### config.mk
export PLATFORM = sky130hd
export DESIGN_NAME = key_debouncer
export DESIGN_NICKNAME = d
export VERILOG_FILES = /design/src/rtl/key_debouncer_pkg.sv /design/src/rtl/key_debounce_cell.sv /design/src/rtl/key_debouncer.sv
export SDC_FILE = /design/constraint.sdc
export NUM_CORES = 1
export LEC_CHECK = 0
export BUFFER_PORTS_ARGS = -buffer_cell sky130_fd_sc_hd__buf_4
export CELL_PAD_IN_SITES_DETAIL_PLACEMENT = 0
export CELL_PAD_IN_SITES_GLOBAL_PLACEMENT = 1
export CORE_MARGIN = 2
export CORE_UTILIZATION = 23
export DETAILED_ROUTE_END_ITERATION = 7
export HOLD_SLACK_MARGIN = 0.02
export MAX_ROUTING_LAYER = met4
export PLACE_DENSITY_LB_ADDON = 0.25
export SLEW_MARGIN = 20
export SYNTH_ARGS = -nofsm -noshare
export SYNTH_HDL_FRONTEND = slang
export SYNTH_SLANG_ARGS = --single-unit
### constraint.sdc
create_clock -name CLOCK_50 -period 2.61 [get_ports CLOCK_50]
set_input_delay 0.522 -clock CLOCK_50 [delete_from_list [all_inputs] [get_ports CLOCK_50]]
set_output_delay 0.522 -clock CLOCK_50 [all_outputs]
set_load 0.03 [all_outputs]
### src/rtl/key_debouncer_pkg.sv
// Board-level constants for DE1-SoC push-buttons and a small helper shared by the
// key debouncer and later KEY-driven labs.
package key_debouncer_pkg;

  localparam int   CLK_HZ                       = 50_000_000;
  localparam int   N_KEYS_DE1                   = 4;
  localparam logic KEY_ACTIVE                   = 1'b0;
  localparam int   DEFAULT_DEBOUNCE_CYCLES      = 500_000;
  localparam int   DEFAULT_REPEAT_DELAY_CYCLES  = 25_000_000;
  localparam int   DEFAULT_REPEAT_PERIOD_CYCLES = 5_000_000;

  function automatic logic is_pressed(input logic key_raw);
    return key_raw == KEY_ACTIVE;
  endfunction

endpackage

### src/rtl/key_debounce_cell.sv
// One-key debouncer: 2-flop synchronizer, stability counter, registered level and pulses.
// Auto-repeat of key_press while held is built only when KEY_AUTOREPEAT_EN is defined.
module key_debounce_cell
  import key_debouncer_pkg::*;
#(
  parameter int DEBOUNCE_CYCLES      = DEFAULT_DEBOUNCE_CYCLES,
  parameter int REPEAT_DELAY_CYCLES  = DEFAULT_REPEAT_DELAY_CYCLES,
  parameter int REPEAT_PERIOD_CYCLES = DEFAULT_REPEAT_PERIOD_CYCLES
) (
  input  logic clk_i,
  input  logic rst_ni,
  input  logic key_raw_i,
  output logic level_o,
  output logic press_o,
  output logic release_o
);

  localparam int              CNT_W    = $clog2(DEBOUNCE_CYCLES + 1);
  localparam logic [CNT_W-1:0] CNT_LAST = CNT_W'(DEBOUNCE_CYCLES - 1);

  // The reload arithmetic of the repeat counter needs delay >= period >= 1.
  if (DEBOUNCE_CYCLES < 1 || REPEAT_PERIOD_CYCLES < 1 ||
      REPEAT_DELAY_CYCLES < REPEAT_PERIOD_CYCLES) begin : g_cfg_err
    $error("key_debounce_cell: invalid cycle parameters");
  end

  logic             sync1_q, sync2_q;
  logic             raw_pressed;
  logic [CNT_W-1:0] cnt_q, cnt_d;
  logic             level_q, level_d;
  logic             press_q, press_d;
  logic             release_q, release_d;
  logic             repeat_hit;

  assign raw_pressed = is_pressed(sync2_q);

  always_comb begin
    cnt_d     = cnt_q;
    level_d   = level_q;
    press_d   = 1'b0;
    release_d = 1'b0;
    if (raw_pressed == level_q) begin
      cnt_d = '0;
    end else if (cnt_q >= CNT_LAST) begin
      level_d   = raw_pressed;
      cnt_d     = '0;
      press_d   = raw_pressed;
      release_d = ~raw_pressed;
    end else begin
      cnt_d = cnt_q + CNT_W'(1);
    end
  end

`ifdef KEY_AUTOREPEAT_EN
  localparam int               HOLD_W      = $clog2(REPEAT_DELAY_CYCLES + 1);
  localparam logic [HOLD_W-1:0] HOLD_LAST   = HOLD_W'(REPEAT_DELAY_CYCLES - 1);
  localparam logic [HOLD_W-1:0] HOLD_RELOAD = HOLD_W'(REPEAT_DELAY_CYCLES - REPEAT_PERIOD_CYCLES);

  logic [HOLD_W-1:0] hold_q, hold_d;

  // Reloading to DELAY-PERIOD makes every later repeat land PERIOD cycles apart.
  always_comb begin
    hold_d     = hold_q;
    repeat_hit = 1'b0;
    if (!level_q || (level_d != level_q)) begin
      hold_d = '0;
    end else if (hold_q >= HOLD_LAST) begin
      hold_d     = HOLD_RELOAD;
      repeat_hit = 1'b1;
    end else begin
      hold_d = hold_q + HOLD_W'(1);
    end
  end

  always_ff @(posedge clk_i or negedge rst_ni) begin
    if (!rst_ni) hold_q <= '0;
    else         hold_q <= hold_d;
  end
`else
  assign repeat_hit = 1'b0;
`endif

  always_ff @(posedge clk_i or negedge rst_ni) begin
    if (!rst_ni) begin
      sync1_q   <= ~KEY_ACTIVE;
      sync2_q   <= ~KEY_ACTIVE;
      cnt_q     <= '0;
      level_q   <= 1'b0;
      press_q   <= 1'b0;
      release_q <= 1'b0;
    end else begin
      sync1_q   <= key_raw_i;
      sync2_q   <= sync1_q;
      cnt_q     <= cnt_d;
      level_q   <= level_d;
      press_q   <= press_d | repeat_hit;
      release_q <= release_d;
    end
  end

  assign level_o   = level_q;
  assign press_o   = press_q;
  assign release_o = release_q;

endmodule

### src/rtl/key_debouncer.sv
// Debounces N_KEYS raw active-low DE1-SoC buttons into clean levels and press/release pulses.
// Optional auto-repeat of key_press is enabled by defining KEY_AUTOREPEAT_EN.
module key_debouncer
  import key_debouncer_pkg::*;
#(
  parameter int N_KEYS               = N_KEYS_DE1,
  parameter int DEBOUNCE_CYCLES      = DEFAULT_DEBOUNCE_CYCLES,
  parameter int REPEAT_DELAY_CYCLES  = DEFAULT_REPEAT_DELAY_CYCLES,
  parameter int REPEAT_PERIOD_CYCLES = DEFAULT_REPEAT_PERIOD_CYCLES
) (
  input  logic              CLOCK_50,
  input  logic              rst_n,
  input  logic [N_KEYS-1:0] KEY,
  output logic [N_KEYS-1:0] key_level,
  output logic [N_KEYS-1:0] key_press,
  output logic [N_KEYS-1:0] key_release
);

  for (genvar i = 0; i < N_KEYS; i++) begin : g_key
    key_debounce_cell #(
      .DEBOUNCE_CYCLES     (DEBOUNCE_CYCLES),
      .REPEAT_DELAY_CYCLES (REPEAT_DELAY_CYCLES),
      .REPEAT_PERIOD_CYCLES(REPEAT_PERIOD_CYCLES)
    ) u_cell (
      .clk_i    (CLOCK_50),
      .rst_ni   (rst_n),
      .key_raw_i(KEY[i]),
      .level_o  (key_level[i]),
      .press_o  (key_press[i]),
      .release_o(key_release[i])
    );
  end

endmodule

; ---- Yosys cells after proc, flatten, opt, wreduce, memory -nomap -nowiden
; Cells that the tools add are included.
[classes]
bitwise = 8
n_reduce_logical = 4
div = 0
order_cmp = 4
eq_ne = 4
mul = 0
addsub = 4
n_shift = 0
muxes = 24
[op_table]
columns = op, count
row1 = 19-bit 2-to-1 mux, 8
row2 = "19-bit by 1-bit adder with 19-bit output, second input constant", 4
row3 = "19-bit >= comparator, second input constant", 4
row4 = 1-bit 2-to-1 mux, 16
row5 = 1-bit NOT, 8
row6 = 2-bit AND reduction, 4
row7 = 1-bit == test, 4
[word_totals]
word_cells = 72
latch_bits = 0
out_inout_bits = 12
reg_bits = 96
mem_count = 0
mem_bits_ro = 0
mem_bits_rw = 0

; ---- Logic depth before layout (Yosys ltp)
; Gate-level depths: netlist of run 1.
[logic_depth]
depth_word = 4
mapped_depth = 7

; ---- Modules after synthesis
; From an unflattened synthesis of run 1, not the netlist that was laid out.
[hier_totals]
hier_cells = 444
area_unflattened_um2 = 4489.3
[by_module_without_submodules]
columns = module, cells_per_inst, instances, area_each_um2, seq_area_each_um2
row1 = key_debounce_cell, 111, 4, 1122.3, 603.1

; ---- Least setup slack after synthesis of run 1
; OpenSTA, ideal clock, no wires.
[synth_path]
path_kind = reg-to-reg
from = reg g_key[0].u_cell.cnt_q[7]
to = reg g_key[0].u_cell.cnt_q[10]
path_stages_with_launch = 7
path_slack_ps = 749
t_arrival_ps = 1742
synth_period_minus_slack_ps = 1861
required_time_ps = 2491
path_cell_list = dfrtp_1 -> or3_1 -> or4_1 -> a21o_1 -> nand3_4 -> buf_6 -> nor2_1
[synth_via]
elab_chain_len = 3
elab_cells_between_ends = 4
[synth_rtl]
columns = item, line_no
row1 = "start, declared", key_debounce_cell.sv:29  ; logic [CNT_W-1:0] cnt_q, cnt_d;
row2 = "start signal, assigned", key_debounce_cell.sv:94  ; cnt_q <= cnt_d;
row3 = 19-bit by 1-bit adder with 19-bit output / 19-bit >= comparator (equally long branches), "key_debounce_cell.sv:50, key_debounce_cell.sv:44"
row4 = 19-bit 2-to-1 mux *, key_debounce_cell.sv:44  ; end else if (cnt_q >= CNT_LAST) begin
row5 = 19-bit 2-to-1 mux *, key_debounce_cell.sv:42  ; if (raw_pressed == level_q) begin
row6 = via g_key[0].u_cell.cnt_d[10], key_debounce_cell.sv:29
; Mark *: on every way through the listed nets, which the timed path passes. The rest lies on a longest branch.
; A chain may end at the register's enable or synchronous reset.

; ---- Worst setup path in the final report of run 1
[layout_path]
from = reg g_key[2].u_cell.cnt_q[10]
to = reg g_key[2].u_cell.cnt_q[9]
[layout_via]
elab_chain_len = 3
[layout_rtl]
columns = item, line_no
row1 = "start, declared", key_debounce_cell.sv:29
row2 = "start signal, assigned", key_debounce_cell.sv:94
row3 = 19-bit >= comparator, key_debounce_cell.sv:44
row4 = 19-bit 2-to-1 mux, key_debounce_cell.sv:44
row5 = 19-bit 2-to-1 mux, key_debounce_cell.sv:42
row6 = via g_key[2].u_cell.cnt_d[9], key_debounce_cell.sv:29
; The timed path passes the listed nets, and every way through them passes these cells.

==> impl_metrics.json, run 1 <==
{
  "critical_path_arrival_ns": 2.23,
  "fin_skew_ns": 0.00832,
  "switchingPower_uw": 685,
  "via_per_inst": 4.06,
  "max_slew_margin_pct": 56.7,
  "grt-ovfl-total": 0,
  "wl_met2_mm": 3.87,
  "dp_slack_ns": 0.615,
  "power_uw": 2880,
  "detailed_place.area_mm2": 0.00491,
  "period_minus_slack_ns": 1.99,
  "tightest_slew_ns": 0.644,
  "cap_violations": 0,
  "antenna_found_initial": 0,
  "r2r_setup_slack_ns": 0.62,
  "top_layer": "met4",
  "synthFlopType": "dfrtp_1",
  "synthArstFlopShare_pct": 100,
  "ctsHtreeMaxLevel": 3,
  "design.die.area_mm2": 0.0209,
  "cts_tree": "built",
  "wl_per_cell_um": 11.7,
  "clk_pin_slew_ns": 0.07,
  "m1WireLength_mm": 4.32,
  "clock_latency_ns": 0.36,
  "route.met3.wl_um": 283,
  "ctsHoldBuffers": 0,
  "pin_count": 18,
  "critPathMaxFanout": 12,
  "clockPowerShare_pct": 43.2,
  "rr_startpoint": "g_key[2].u_cell.cnt_q[10]",
  "num_vias": 2987,
  "post_cts_resized": 0,
  "yosysSeqAreaShare_pct": 53.2,
  "synthToLayoutAreaGrowth_pct": 14.3,
  "required_ns": 2.85,
  "fin_crit_sh_pct": 76.3,
  "syn_nets": 460,
  "synth_area_leaders": "dfrtp_1 (49%), xor2_1 (7.9%), nor2_1 (7.7%)",
  "hold_path.class": "input port to async pin",
  "synth_largest_area_cell": "dfrtp_1",
  "dpl.hpwl_mm": 5.85,
  "grt_pass1_wl_mm": 15.3,
  "grt_max_degree": 60,
  "cts_setup_buffers": 0,
  "synth_top_area_share_pct": 48.5,
  "io_buffers": 17,
  "p_per_area_mw_per_mm2": 554,
  "maxSlewViolCount": 0,
  "place_congestion": 0.714,
  "rows": 51,
  "synth_warnings": 0,
  "yosys.cell_types.count": 47,
  "status": "finished, final reports clean",
  "clock-sinks": 96,
  "die_h_um": 144,
  "firstDrtPassIters": 4,
  "drc_errors": 0,
  "p_leak_uw": 0.00216,
  "drt_wl_total_mm": 8.61,
  "grt_setup_unrepaired": "false",
  "fill_cells": 2113,
  "core_mm2": 0.0194,
  "synth-seq-cells": 96,
  "syn_avg_cell_area_um2": 10.1,
  "startpoint_type": "flop",
  "pwr-share-seq_pct": 53.4,
  "fin_area_mm2": 0.00519,
  "crit_type": "flop to flop",
  "grt_pass1_vias": 3186,
  "drt-initial-drc-count": 121,
  "fmax_mhz": 502,
  "syn-cell-area_mm2": 0.00454,
  "final.setup.tns_ns": 0,
  "clockBufferDepth": 2,
  "synth_common_cells": "nor2_1 (93), dfrtp_1 (88), xor2_1 (41)",
  "initial_core_util_pct": 23.4,
  "worstRegToRegCells": 6,
  "antenna_left": 0,
  "drive_gt1_share_pct": 13.0,
  "antenna_cells": 0,
  "hold_slack_ns": 0.145,
  "final_nets": 475,
  "cts-root-buf": "clkbuf_16",
  "grt_usage_pct": 9.74,
  "rr_endpoint": "g_key[2].u_cell.cnt_q[9]",
  "die_x_um": 144,
  "setup_viol": 0,
  "numCtsBuffers": 9,
  "p_comb_share_pct": 3.4,
  "vdd_drop_max_v": 0.000318,
  "p_sw_share_pct": 23.8,
  "syn_inst": 450,
  "synth_edf_count": 0,
  "p_int_uw": 2190,
  "setup_ws_ns": 0.619,
  "yosysMostFrequentCell": "nor2_1",
  "hold_viol": 0,
  "endpoint_kind": "flop"
}
==> critical path, stage by stage, from the launching register on <==
cell and delay (ns):
dfrtp_1 0.41, or2_2 0.32, nor4_1 0.27, a211oi_1 0.17, o211ai_2 0.37, buf_4 0.27
nor2_1 0.07
==> logic make-up after synthesis <==
logic type / synth area share (%)
mux: 0.441
simple gates: 24.0
compound gates: 4.44
fa+ha+maj: 1.10
buf+inv: 3.78
xor+xnor: 13.1
flops: 53.2
==> layer usage <==
metal | track usage, % | vias up
li1 | - | 1524
met1 | 12.2 | 1424
met2 | 14.6 | 29
met3 | 3.18 | 10
met4 | 3.99 | 0
met5 | - | -
==> through the flow <==
| stage | utilization, % | std cells |
|---|---|---|
| final | 26.7 | 735 |
| after detailed placement | 25.3 | 719 |
| after global routing | 26.7 | 735 |
| after global placement | 25.3 | 719 |
| after CTS | 26.7 | 735 |
| after floorplan | - | 450 |
==> flip-flops by register name, indices dropped and copies added (netlist names) <==
name,cells
g_key.u_cell.level_o,4
g_key.u_cell.cnt_q,76
g_key.u_cell.release_o,4
g_key.u_cell.sync1_q,4
g_key.u_cell.press_o,4
g_key.u_cell.sync2_q,4
==> final cells by class <==
| type | instances | area [µm²] | area share (%) |
|---|---|---|---|
| clock buffers | 9 | 225 | 4.34 |
| clock inverters | 7 | 47.5 | 0.917 |
| inverters | 12 | 45.0 | 0.869 |
| multi-input cells | 325 | 1950 | 37.7 |
| flip-flops and latches | 96 | 2410 | 46.5 |
| well taps | 265 | 332 | 6.39 |
| repair buffers | 21 | 170 | 3.28 |
==> layout by cell type (no fill, tap or decap), types with 4 or more instances in the layout <==
master	synthesis	final
ha_1	4	4
xor2_1	41	41
nand3_1	31	31
nor4_1	6	6
or2_2	5	5
clkbuf_16	0	9
inv_1	12	12
buf_4	12	20
nor2_1	93	93
nor3_1	13	13
dfrtp_1	88	88
a21oi_1	5	5
xnor2_1	27	27
nand2_1	33	33
and3_1	10	10
nand4_1	12	12
dfstp_2	8	8
o21ai_0	6	6
==> power groups by stage <==
| stage | logic (µW) | registers [µW] | clock network, µW |
|---|---|---|---|
| global placement | 101 | 1560 | 0 |
| floorplan | 50.1 | 1560 | 0 |
| detailed placement | 102 | 1560 | 0 |
| global route | 114 | 1540 | 1360 |
| finish | 96.4 | 1540 | 1240 |
| CTS | 102 | 1540 | 1310 |
==> worst max path at each step <==
stage                               from                        end  slack, ns  cells after the start
6_report       g_key[2].u_cell.cnt_q[10]   g_key[2].u_cell.cnt_q[9]       0.62                      6
3_5_place_dp   g_key[2].u_cell.cnt_q[10]   g_key[2].u_cell.cnt_q[4]       0.61                      6
2_1_floorplan   g_key[0].u_cell.cnt_q[7]  g_key[0].u_cell.cnt_q[10]       0.75                      6
4_1_cts        g_key[2].u_cell.cnt_q[10]   g_key[2].u_cell.cnt_q[9]       0.59                      6
5_1_grt        g_key[2].u_cell.cnt_q[10]   g_key[2].u_cell.cnt_q[9]       0.41                      6
3_3_place_gp   g_key[2].u_cell.cnt_q[10]  g_key[2].u_cell.cnt_q[11]       0.60                      6
(Power assumes the default switching activity.)
==> run 2, diff against run 1 <==
==> constraint.sdc (replaced) <==
create_clock -name CLOCK_50 -period 1.9 [get_ports CLOCK_50]
set_input_delay 0.38 -clock CLOCK_50 [delete_from_list [all_inputs] [get_ports CLOCK_50]]
set_output_delay 0.38 -clock CLOCK_50 [all_outputs]
set_load 0.03 [all_outputs]
==> impl_metrics.json, run 2 (synthesis gave the netlist of run 1 again) <==
{
  "period_minus_slack_ns": 1.87,
  "clock_latency_ns": 0.35,
  "grt_pass1_vias": 3186,
  "fmax_mhz": 536,
  "io_buffers": 17,
  "antenna_cells": 0,
  "startpoint_type": "flop",
  "drt_wl_total_mm": 9.11,
  "path_cells": "or3_4 > or4_4 > o221ai_4 > buf_12 > buf_6 > and3_2",
  "vdd_drop_max_v": 0.000473,
  "hold_path.class": "input port to flop",
  "clk_pin_slew_ns": 0.07,
  "via_per_inst": 4.14,
  "grt_max_degree": 39,
  "largest_register_ffs": 76,
  "rows": 51,
  "final_cell_mix": "dfrtp_1 (88), nor2_1 (83), buf_4 (44)",
  "synthToLayoutAreaGrowth_pct": 24.5,
  "die_x_um": 144,
  "top_register": "g_key.u_cell.cnt_q",
  "fill_cells": 2079,
  "clockPowerShare_pct": 47.6,
  "busiest_layer": "met2",
  "clockBufferDepth": 2,
  "dpl.hpwl_mm": 6.09,
  "critical_path_arrival_ns": 2.15,
  "grt_pass1_wl_mm": 15.4,
  "final_nets": 508,
  "num_vias": 3181,
  "drive_gt1_share_pct": 21.7,
  "setup_ws_ns": 0.0343,
  "final_util_pct": 29.1,
  "wl_per_cell_um": 11.9,
  "pwr-share-seq_pct": 48.6,
  "endpoint_kind": "flop",
  "p_comb_share_pct": 3.8,
  "cts_tree": "built",
  "ctsHtreeMaxLevel": 3,
  "cpPeakStageDelay_ns": 0.43,
  "fin_crit_sh_pct": 98.2,
  "drc_errors": 0,
  "clock-sinks": 96,
  "setup_viol": 0,
  "die_h_um": 144,
  "p_int_uw": 3420,
  "cap_violations": 0,
  "required_ns": 2.18,
  "core_mm2": 0.0194,
  "hold_slack_ns": 0.141,
  "layout_commonest_cell": "dfrtp_1",
  "slowest_stage": "or4_4",
  "firstDrtPassIters": 4,
  "p_leak_uw": 0.00239,
  "grt_usage_pct": 9.62,
  "antenna_left": 0,
  "p_per_area_mw_per_mm2": 768,
  "grt_setup_unrepaired": "true",
  "antenna_found_initial": 0,
  "max_slew_margin_pct": 55.6,
  "met1_usage_pct": 12.8,
  "switchingPower_uw": 916,
  "maxSlewViolCount": 0,
  "status": "finished, final reports clean",
  "crit_type": "flop to flop",
  "fin_skew_ns": 0.00627,
  "dp_slack_ns": 0.00896,
  "critPathMaxFanout": 3,
  "hold_viol": 0,
  "pin_count": 18,
  "final.setup.tns_ns": 0,
  "drt-initial-drc-count": 173,
  "design.die.area_mm2": 0.0209,
  "tightest_slew_ns": 0.661,
  "place_congestion": 0.720,
  "initial_core_util_pct": 23.4,
  "cts-root-buf": "clkbuf_16",
  "numCtsBuffers": 9,
  "power_uw": 4340,
  "grtUsageMet2_pct": 14.2,
  "p_sw_share_pct": 21.1,
  "grt-ovfl-total": 0,
  "met3_usage_pct": 2.65
}
-- run 2: cell count changes in the layout (fill, tap and decap cells not counted), sizes merged --
cell / change
nand2: +1
bufinv: +3
clkinvlp: -1
inv: -1
buf: +29
clkbuf: +1
nand3: +2
dlygate4sd3: +1
clkinv: -2
-- run 2: repair_timing --
item / CTS / global route
pin swaps: 1 / 6
hold buffers: 1 / 0
resized for setup: 0 / 25
buffers inserted: 0 / 3
gates cloned: 0 / 3
endpoints found under the hold margin: 23 / 0
setup endpoints to repair: 9 / 37
-- run 2: cell type report --
type | instances | area, µm² | share of cell area (%)
sequential | 96 | 2410 | 42.7
multi-input combinational | 328 | 2080 | 36.8
timing repair buffer | 51 | 443 | 7.84
tap | 265 | 332 | 5.87
clock buffer | 10 | 229 | 4.05
clock inverter | 6 | 108 | 1.90
inverter | 12 | 45.0 | 0.797
-- run 2: final timing paths --
path / startpoint / to / slack, ns / cells past startpoint
worst max-delay path: g_key[3].u_cell.cnt_q[7] / g_key[3].u_cell.cnt_q[1] / 0.03 / 6
worst min-delay path: KEY[3] / g_key[3].u_cell.sync1_q / 0.14 / 1
worst max register to register: g_key[3].u_cell.cnt_q[7] / g_key[3].u_cell.cnt_q[1] / 0.03 / 6
worst min register to register: g_key[2].u_cell.sync1_q / g_key[2].u_cell.sync2_q / 0.36 / 0
max in group asynchronous: rst_n / g_key[0].u_cell.sync1_q / 0.81 / 3
min in group asynchronous: rst_n / g_key[1].u_cell.cnt_q[17] / 0.49 / 2
-- run 2: per-stage QoR --
| stage | area, µm² | std cells |
|---|---|---|
| 2_1_floorplan | 4540 | 450 |
| 5_1_grt | 5650 | 768 |
| 4_1_cts | 5480 | 762 |
| 6_report | 5650 | 768 |
| 3_3_place_gp | 5130 | 745 |
| 3_5_place_dp | 5130 | 745 |
-- run 2: power groups by stage --
stage | clock, µW | sequential (µW) | combinational, µW
after CTS | 2150 | 2110 | 160
after global placement | 0 | 2140 | 156
after floorplan | 0 | 2140 | 68.8
final | 2070 | 2110 | 164
after global routing | 2210 | 2110 | 192
after detailed placement | 0 | 2150 | 158
-- run 2: metal layers --
layer,vias up,wire (µm)
met5,-,0
met4,0,128
met3,10,249
met2,28,3950
met1,1537,4780
li1,1606,-
-- run 2: critical path, delay by kind of cell (launching register included) --
| kind | cells | cell delay [ns] |
|---|---|---|
| compound gates | 1 | 0.21 |
| buf+inv | 2 | 0.23 |
| flops | 1 | 0.38 |
| simple gates | 3 | 0.98 |
